--- config.mk ---
export PLATFORM = sky130hd
export DESIGN_NAME = cw305_reg_mem_bridge
export DESIGN_NICKNAME = d
export VERILOG_FILES = /design/src/rtl/cw305_reg_mem_bridge.sv
export SDC_FILE = /design/constraint.sdc
export NUM_CORES = 1
export LEC_CHECK = 0
export ABC_AREA = 0
export CAP_MARGIN = 15
export CELL_PAD_IN_SITES_DETAIL_PLACEMENT = 1
export CELL_PAD_IN_SITES_GLOBAL_PLACEMENT = 1
export CORE_MARGIN = 2
export CORE_UTILIZATION = 39
export CTS_BUF_LIST = sky130_fd_sc_hd__clkbuf_16
export DETAILED_ROUTE_END_ITERATION = 6
export PLACE_DENSITY = 0.82
export SYNTH_ARGS = -nofsm -noshare
export SYNTH_HDL_FRONTEND = slang
export SYNTH_SLANG_ARGS = --single-unit
--- constraint.sdc ---
create_clock -name usb_clk -period 4.82 [get_ports usb_clk]
set_input_delay 1.205 -clock usb_clk [delete_from_list [all_inputs] [get_ports usb_clk]]
set_output_delay 1.205 -clock usb_clk [all_outputs]
set_load 0.05 [all_outputs]
--- src/rtl/cw305_reg_mem_bridge.sv ---
// Byte-wide register block that lets the CW305 USB front-end issue single
// 32-bit read/write transactions on a req/ack memory port.
module cw305_reg_mem_bridge #(
  parameter int pADDR_WIDTH   = 21,
  parameter int pBYTECNT_SIZE = 7,
  parameter int pTIMEOUT      = 255
) (
  input  logic                                 usb_clk,
  input  logic                                 rst,
  input  logic [pADDR_WIDTH-pBYTECNT_SIZE-1:0] reg_address,
  input  logic [pBYTECNT_SIZE-1:0]             reg_bytecnt,
  input  logic [7:0]                           reg_datao,
  output logic [7:0]                           reg_datai,
  input  logic                                 reg_read,
  input  logic                                 reg_write,
  input  logic                                 reg_addrvalid,
  output logic                                 mem_req,
  output logic                                 mem_we,
  output logic [31:0]                          mem_addr,
  output logic [31:0]                          mem_wdata,
  input  logic [31:0]                          mem_rdata,
  input  logic                                 mem_ack
);

  localparam int              RAW         = pADDR_WIDTH - pBYTECNT_SIZE;
  localparam logic [RAW-1:0]  A_ADDR      = RAW'(0);
  localparam logic [RAW-1:0]  A_WDATA     = RAW'(1);
  localparam logic [RAW-1:0]  A_RDATA     = RAW'(2);
  localparam logic [RAW-1:0]  A_CTRL      = RAW'(3);
  localparam logic [7:0]      TIMEOUT_CNT = 8'(pTIMEOUT);

  typedef enum logic {S_IDLE, S_WAIT} state_e;

  state_e      state_q, state_d;
  logic [31:0] addr_q, addr_d, wdata_q, wdata_d, rdata_q, rdata_d;
  logic [7:0]  cnt_q, cnt_d, datai_q, datai_d;
  logic        we_q, we_d, autoinc_q, autoinc_d, done_q, done_d, to_q, to_d;
  logic        ctrl_wr_q;

  logic        busy, wr_ok, lane_ok, ctrl_wr, start, expire;
  logic [4:0]  lane_sel;
  logic [7:0]  cnt_inc, rd_byte;

  always_comb begin
    busy     = (state_q == S_WAIT);
    lane_ok  = (reg_bytecnt[pBYTECNT_SIZE-1:2] == '0);
    lane_sel = {reg_bytecnt[1:0], 3'b000};
    wr_ok    = reg_write & reg_addrvalid & lane_ok & ~busy;
    ctrl_wr  = reg_write & reg_addrvalid & (reg_address == A_CTRL) &
               (reg_bytecnt == '0);
    // Launch only on the first cycle of a CTRL write; held strobes must not relaunch.
    start    = ctrl_wr & ~ctrl_wr_q & reg_datao[0] & ~busy;
    cnt_inc  = cnt_q + 8'd1;
    expire   = (cnt_inc == TIMEOUT_CNT);
  end

  // NOTE: all state lives in always_ff with non-blocking assignments so every
  // flop samples its _d value from the same pre-edge snapshot.
  always_ff @(posedge usb_clk or posedge rst) begin
    if (rst) state_q <= S_IDLE;
    else     state_q <= state_d;
  end

  always_comb begin
    state_d = state_q;
    case (state_q)
      S_IDLE: if (start) state_d = S_WAIT;
      S_WAIT: if (mem_ack || expire) state_d = S_IDLE;
      default: state_d = S_IDLE;
    endcase
  end

  always_comb begin
    mem_req   = busy;
    mem_we    = we_q;
    mem_addr  = addr_q;
    mem_wdata = wdata_q;
    reg_datai = datai_q;
  end

  // NOTE: every variable gets its hold value first so no path can infer a latch.
  always_comb begin
    addr_d    = addr_q;
    wdata_d   = wdata_q;
    rdata_d   = rdata_q;
    cnt_d     = cnt_q;
    we_d      = we_q;
    autoinc_d = autoinc_q;
    done_d    = done_q;
    to_d      = to_q;
    if (wr_ok && reg_address == A_ADDR)  addr_d[lane_sel +: 8]  = reg_datao;
    if (wr_ok && reg_address == A_WDATA) wdata_d[lane_sel +: 8] = reg_datao;
    if (ctrl_wr && !busy) begin
      we_d      = reg_datao[1];
      autoinc_d = reg_datao[2];
    end
    if (start) begin
      cnt_d  = 8'd0;
      done_d = 1'b0;
      to_d   = 1'b0;
    end
    if (busy) begin
      cnt_d = cnt_inc;
      if (mem_ack) begin
        if (!we_q)     rdata_d = mem_rdata;
        if (autoinc_q) addr_d  = addr_q + 32'd4;
        done_d = 1'b1;
      end else if (expire) begin
        to_d   = 1'b1;
        done_d = 1'b0;
      end
    end
  end

  always_comb begin
    rd_byte = 8'h00;
    case (reg_address)
      A_ADDR:  if (lane_ok) rd_byte = addr_q[lane_sel +: 8];
      A_WDATA: if (lane_ok) rd_byte = wdata_q[lane_sel +: 8];
      A_RDATA: if (lane_ok) rd_byte = rdata_q[lane_sel +: 8];
      A_CTRL:  if (reg_bytecnt == '0) rd_byte = {4'b0, autoinc_q, to_q, done_q, busy};
      default: rd_byte = 8'h00;
    endcase
    datai_d = (reg_read && reg_addrvalid) ? rd_byte : datai_q;
  end

  always_ff @(posedge usb_clk or posedge rst) begin
    if (rst) begin
      addr_q    <= '0;
      wdata_q   <= '0;
      rdata_q   <= '0;
      cnt_q     <= '0;
      datai_q   <= '0;
      we_q      <= 1'b0;
      autoinc_q <= 1'b0;
      done_q    <= 1'b0;
      to_q      <= 1'b0;
      ctrl_wr_q <= 1'b0;
    end else begin
      addr_q    <= addr_d;
      wdata_q   <= wdata_d;
      rdata_q   <= rdata_d;
      cnt_q     <= cnt_d;
      datai_q   <= datai_d;
      we_q      <= we_d;
      autoinc_q <= autoinc_d;
      done_q    <= done_d;
      to_q      <= to_d;
      ctrl_wr_q <= ctrl_wr;
    end
  end

endmodule

==> results.tsv, run 1 <==
stage	metric	value	unit
sta	skew	10.1	ps
pwr	cellLeakagePower	3.64	nW
clock_network	ctsHoldBuffers	0	
synthesis	synth_edf_count	0	
placement	dpl.cell_count	934	
clock_network	post_cts_buffers	0	
sta	finalCritPeriodShare	0.742	
sta	rsz0062_at_grt	no	
critical_path	crit_arrival	3940	ps
route	wl_per_cell	25.1	µm
synthesis	ys_ff_latch	118	
critical_path	worstPathMaxFanout	15	
placement	port_buffers	140	
layout	num_antenna_cells	0	
synthesis	synth_top_area_cell	dfrtp_1	
route	vias	5768	
sta	finalHoldViolCount	0	
placement	place.gp.congestion	0.883	
floorplanning	dieWidth	131	µm
floorplanning	ios	141	
placement	hpwl	17.3	mm
synthesis	ys_seq_area_frac	0.470	
clock_network	cts_tree	done	
floorplanning	die_h	131	µm
pwr	peakVddDrop	0.274	mV
clock_network	worstSkewPairLatency	430	ps
sta	drv_slew	0	
sta	max_slew_margin	0.312	
route	dr.pass1.iters	4	
synthesis	syn_nets	673	
hold_path	min_from	rdata_q[1]$_DFFE_PP0P_	
route	drt_iter0_markers	433	
grt	grt_start_max_net_pins	58	
sta	worst_pin_slew	1030	ps
grt	grt_pass1_wl	37.0	mm
synthesis	synthArstFlopShare	1.00	
sta	clock.fmax	280	MHz
sta	min_period	3580	ps
clock_network	cts.htree.levels	4	
clock_network	cts_buffers	17	
synthesis	synthTopCellsByCount	118 x dfrtp_1, 103 x nand2_1, 45 x o21ai_0	
synthesis	yosys_most_used_dff	dfrtp_1	
grt	antenna_found_initial	0	
route	ant_nets	0	
synthesis	yosysTopAreaCellShare	0.470	
synthesis	avgSynthCellArea	10.5	µm²
pwr	power_density	288	mW/mm²
floorplanning	die_area	0.0172	mm²
sta	setup_tns	0	ps
grt	grt_use_total	0.292	
layout	drive_gt1_frac	0.161	
layout	area.growth.synth_to_final	35.0	%
critical_path	worstSetupEndpointType	flip-flop	
critical_path	timing.rr.start	mem_req$_DFF_PP0_	
route	vias_per_cell	5.97	
route	drt_wl_total	24.3	mm
floorplanning	start_util	0.397	
synthesis	synthTopCellsByArea	dfrtp_1 47%, mux4_2 8.2%, nand2_1 6.1%, mux2_2 6.1%, o21ai_0 3.6%	
critical_path	crit_type	input port to flip-flop	
floorplanning	core_area	0.0158	mm²
clock_network	root_buffer	clkbuf_16	
grt	grt_pass1_vias	6323	
critical_path	regToRegSetupSlack	2140	ps
layout	nNetsFinal	812	
grt	grt-ovfl-total	0	
synthesis	yosysMostFrequentCell	dfrtp_1	
hold_path	whs_path_depth	1	
hold_path	hp-class	flip-flop to flip-flop	
critical_path	start_kind	input port	
synthesis	ys_warn_count	0	
sta	setup_viol_count_final	0	
critical_path	worst_r2r_endpoint	mem_wdata[6]$_DFFE_PP0P_	
outcome	status	complete, no violations	
critical_path	required	5190	ps
floorplanning	rows	46	
synthesis	synth_cells	598	
clock_network	clk_pin_slew_worst_paths	60	ps
layout	instances_no_fill	966	
critical_path	ff2ff_path_depth	7	
synthesis	synth_area	0.00629	mm²
clock_network	cts.sinks	118	
flow_run	max_cap_viol_count	0	
sta	whs	504	ps
clock_network	post_cts_resized	0	
synthesis	synth_cell_type_count	62	
clock_network	ctsLongestPathBuffers	2	
hold_path	hold_end	rdata_q[1]$_DFFE_PP0P_	
route	post-route-drc-count	0	
metrics by stage:
| stage | setup WS, ps | util | total power, mW | area (µm²) |
|---|---|---|---|---|
| 2_1_floorplan | 486 | - | 1.07 | 6290 |
| 4_1_cts | 1310 | 0.536 | 2.45 | 8490 |
| 6_report | 1240 | 0.536 | 2.44 | 8490 |
| 5_1_grt | 1120 | 0.536 | 2.50 | 8490 |
| 3_5_place_dp | 862 | 0.499 | 1.17 | 7890 |
| 3_3_place_gp | 1030 | 0.499 | 1.16 | 7890 |
cells in the final DEF (no fill, tap or decap), types with 5 or more instances in the layout:
cell type	Yosys	layout
buf_4	0	9
a21oi_1	13	13
clkbuf_16	0	17
nand3_1	26	26
a31oi_1	5	5
nor2b_1	6	6
nor2_1	27	27
a211oi_1	14	14
mux2_2	34	34
o21ai_0	45	45
ha_1	8	8
nand2_1	103	103
dfrtp_1	118	118
a21o_1	5	5
nor4_2	5	5
nor3_1	10	10
o31ai_1	5	5
a221oi_1	6	6
or2_2	5	5
a22oi_1	5	5
and3_1	15	15
nand2b_1	5	5
inv_6	0	5
nand4_1	8	8
clkinv_4	0	5
inv_1	10	9
mux4_2	23	23
clkdlybuf4s50_1	0	139
per-layer routing:
layer  vias to the layer above  GRT usage  share of wire
li1                       2495          -              -
met1                      2973      0.365           0.41
met2                       242      0.493           0.49
met3                        58     0.0554          0.057
met4                         0      0.135          0.037
met5                         -          0              0
worst max-delay path by stage:
stage | startpoint | to | slack, ps | cells past startpoint
after floorplan | rst | autoinc_q$_DFFE_PP0P_ | 490 | 1
after global placement | reg_bytecnt[0] | mem_addr[30]$_DFF_PP0_ | 1030 | 8
after detailed placement | reg_bytecnt[0] | mem_addr[30]$_DFF_PP0_ | 860 | 8
after CTS | reg_bytecnt[0] | mem_addr[30]$_DFF_PP0_ | 1310 | 8
after global routing | reg_bytecnt[0] | mem_addr[30]$_DFF_PP0_ | 1120 | 8
final | reg_bytecnt[0] | mem_addr[30]$_DFF_PP0_ | 1240 | 8
sequential cells by signal (all words and copies together), names as in the netlist:
signal and count:
rdata_q 32, mem_we 1, cnt_q 8, done_q 1, to_q 1, autoinc_q 1, ctrl_wr_q 1, mem_wdata 32
reg_datai 8, mem_req 1, mem_addr 32
report_power, final:
group / internal [mW] / switching [mW]
registers: 0.991 / 0.000352
logic: 0.0692 / 0.0896
clock network: 0.770 / 0.523
cells by family (layout without fill, tap and decap cells):
kind of cell,after synthesis,in the layout,share of synthesized area
compound gates,128,128,0.134
xor+xnor,6,6,0.00836
fa+ha+maj,8,8,0.0159
flops,118,118,0.470
buf+inv,39,191,0.0269
mux,62,62,0.154
simple gates,237,237,0.192
cell type report:
type	instances	area [µm²]
tap	216	270
clock buffer	17	425
clock inverter	15	168
timing repair buffer	149	1460
multi-input combinational	441	3170
fill	1704	7340
inverter	10	40.0
sequential	118	2950
critical path, cell delays in order:
cell and delay [ps]:
buf_2 420, inv_1 240, ha_1 410, nor3_2 890
nand2_1 370, o32ai_1 230, a31oi_1 70, nand2_1 110
Note: power is estimated with default switching activity, not from simulation.
==> run 2: changes to the inputs <==
- CORE_UTILIZATION: 39 -> 36
- PLACE_DENSITY: 0.82 -> 0.8
- clock period: 4.82 -> 2.94 ns (I/O delays scaled with it)
==> results.tsv, run 2 (synthesis gave the netlist of run 1 again) <==
stage	metric	value	unit	change
critical_path	max_stage_delay	500	ps	-390 ps
clock_network	cts_buffers	17		unchanged
clock_network	worstSkewPairLatency	420	ps	about the same
grt	antenna_found_initial	0		unchanged
floorplanning	die_area	0.0185	mm²	+8.1%
layout	num_antenna_cells	0		unchanged
sta	skew	7.37	ps	-2.73 ps
critical_path	crit_type	input port to flip-flop		
route	drt_iter0_markers	401		-7.4%
floorplanning	ios	141		unchanged
sta	finalCritPeriodShare	0.904		
sta	setup_ws	284	ps	-959 ps
critical_path	crit_arrival	2930	ps	-1010 ps
sta	max_slew_margin	0.477		+0.165
outcome	status	complete, no violations		
route	vias	5913		+2.5%
grt	grt-ovfl-total	0		unchanged
placement	hpwl	17.5	mm	+0.85%
layout	nNetsFinal	841		+3.6%
sta	finalHoldViolCount	0		unchanged
placement	place.gp.congestion	0.870		-1.5%
critical_path	worstSetupEndpointType	flip-flop		
sta	clock.fmax	376	MHz	
critical_path	required	3220	ps	-1970 ps
grt	grt_use_total	0.270		-0.0222
grt	grt_start_max_net_pins	43		-26%
sta	min_period	2660	ps	
clock_network	cts_tree	done		
pwr	peakVddDrop	0.428	mV	+56%
sta	drv_slew	0		unchanged
floorplanning	rows	48		+4.3%
route	wl_per_cell	24.0	µm	-4.4%
route	dr.pass1.iters	5		+1
pwr	p_sw	0.937	mW	+53%
critical_path	worstPathMaxFanout	8		-7
clock_network	ctsLongestPathBuffers	2		unchanged
clock_network	cts.sinks	118		unchanged
critical_path	critPathTopFamily	simple AND/OR/NAND/NOR gates		
floorplanning	die_h	136	µm	+4.0%
layout	area.growth.synth_to_final	39.4	%	
critical_path	slowest_stage	clkdlybuf4s50_1		
hold_path	hp-class	flip-flop to flip-flop		
pwr	p_comb_frac	0.070		+0.005
critical_path	crit_chain	clkdlybuf4s50_1 -> inv_1 -> ha_1 -> nand4_1 -> nor4_1 -> a31oi_1 -> nand2_1 -> o21ai_0		
grt	grt_pass1_wl	37.5	mm	+1.6%
critical_path	regToRegSetupSlack	520	ps	-1620 ps
route	vias_per_cell	5.90		-1.3%
placement	port_buffers	140		unchanged
route	post-route-drc-count	0		unchanged
placement	preCtsSetupSlack	-46.1	ps	-908 ps
floorplanning	dieWidth	136	µm	+4.0%
pwr	power_density	458	mW/mm²	+59%
pwr	p_seq_frac	0.405		about the same
clock_network	clk_pin_slew_worst_paths	50	ps	about the same
layout	final_cell_mix	139 x clkdlybuf4s50_1, 118 x dfrtp_1, 103 x nand2_1		
sta	worst_pin_slew	781	ps	-246 ps
layout	drive_gt1_frac	0.190		+0.0289
sta	setup_viol_count_final	0		unchanged
floorplanning	start_util	0.366		-0.0312
clock_network	post_cts_resized	0		unchanged
route	drt_wl_total	24.1	mm	-0.73%
route	ant_nets	0		unchanged
clock_network	root_buffer	clkbuf_16		
flow_run	max_cap_viol_count	0		unchanged
grt	grt_pass1_vias	6432		+1.7%
placement	dpl.cell_count	972		+4.1%
pwr	switching_share	0.234		-0.0173
pwr	cellLeakagePower	3.79	nW	+4.3%
critical_path	start_kind	input port		
layout	instances_no_fill	1003		+3.8%
layout	fillers	1873		+9.9%
pwr	p_clk_frac	0.525		-0.004
pwr	power.internal	3.08	mW	+68%
pwr	power.total	4.01	mW	+64%
floorplanning	core_area	0.0172	mm²	+8.5%
critical_path	timing.critical_path.buf_inv	2		unchanged
clock_network	cts.htree.levels	4		unchanged
layout	layout_commonest_cell	clkdlybuf4s50_1		
clock_network	post_cts_buffers	0		unchanged
sta	rsz0062_at_grt	no		
clock_network	ctsHoldBuffers	0		unchanged
[run 2: cell count changes in the layout (fill, tap and decap cells not counted)]
cell,previous run,this run
buf_12,0,4
nor3b_1,1,0
clkinv_2,1,3
inv_6,5,1
inv_1,9,10
clkinv_4,5,2
inv_4,1,0
bufinv_16,2,3
clkinvlp_4,2,4
buf_4,9,34
nor3b_2,3,4
clkinv_1,0,1
[run 2: stage by stage]
| step | utilization | hold slack, ps | instance area [µm²] | setup TNS (ps) |
|---|---|---|---|---|
| final | 0.510 | 476 | 8770 | 0 |
| after global routing | 0.510 | 500 | 8770 | 0 |
| after CTS | 0.510 | 481 | 8770 | 0 |
| after detailed placement | 0.476 | 468 | 8180 | -159 |
| after global placement | 0.476 | 464 | 8180 | -36.2 |
| after floorplan | - | 450 | 6300 | 0 |
[run 2: path summary, 6_finish.rpt]
| check | from | end | cells past startpoint |
|---|---|---|---|
| max | reg_bytecnt[1] | cnt_q[3]$_DFFE_PP0P_ | 8 |
| min | reg_datai[1]$_DFFE_PP0P_ | reg_datai[1]$_DFFE_PP0P_ | 1 |
| max reg2reg | mem_addr[17]$_DFF_PP0_ | mem_addr[24]$_DFF_PP0_ | 6 |
| min reg2reg | reg_datai[1]$_DFFE_PP0P_ | reg_datai[1]$_DFFE_PP0P_ | 1 |
| max in group asynchronous | rst | mem_addr[7]$_DFF_PP0_ | 3 |
| min in group asynchronous | rst | mem_wdata[2]$_DFFE_PP0P_ | 2 |
[run 2: layout make-up]
type,instances,area (µm²),area share
sequential,118,2950,0.337
tap,225,282,0.0321
clock buffer,17,425,0.0485
timing repair buffer,178,1730,0.198
clock inverter,14,161,0.0184
multi-input combinational,441,3170,0.362
inverter,10,41.3,0.00471
[run 2: worst reg2reg max path: stages (launching register included)]
cell,delay [ps]
dfrtp_1,490
and3_1,360
nand3_1,280
nor4_1,630
nand2b_1,190
a21oi_1,80
a221oi_1,270
[run 2: metal layers]
metal | global-route usage | wire, µm | vias to the layer above
met5 | 0 | 0 | -
met4 | 0.113 | 748 | 0
met3 | 0.0503 | 1360 | 44
met2 | 0.455 | 12300 | 216
met1 | 0.341 | 9700 | 3093
li1 | - | - | 2560
[run 2: power by group through the flow]
| stage | Clock, mW | Combinational (mW) | Sequential, mW |
|---|---|---|---|
| 5_1_grt | 2.20 | 0.298 | 1.63 |
| 3_5_place_dp | 0 | 0.275 | 1.65 |
| 6_report | 2.11 | 0.280 | 1.63 |
| 2_1_floorplan | 0 | 0.104 | 1.66 |
| 4_1_cts | 2.13 | 0.280 | 1.63 |
| 3_3_place_gp | 0 | 0.269 | 1.65 |
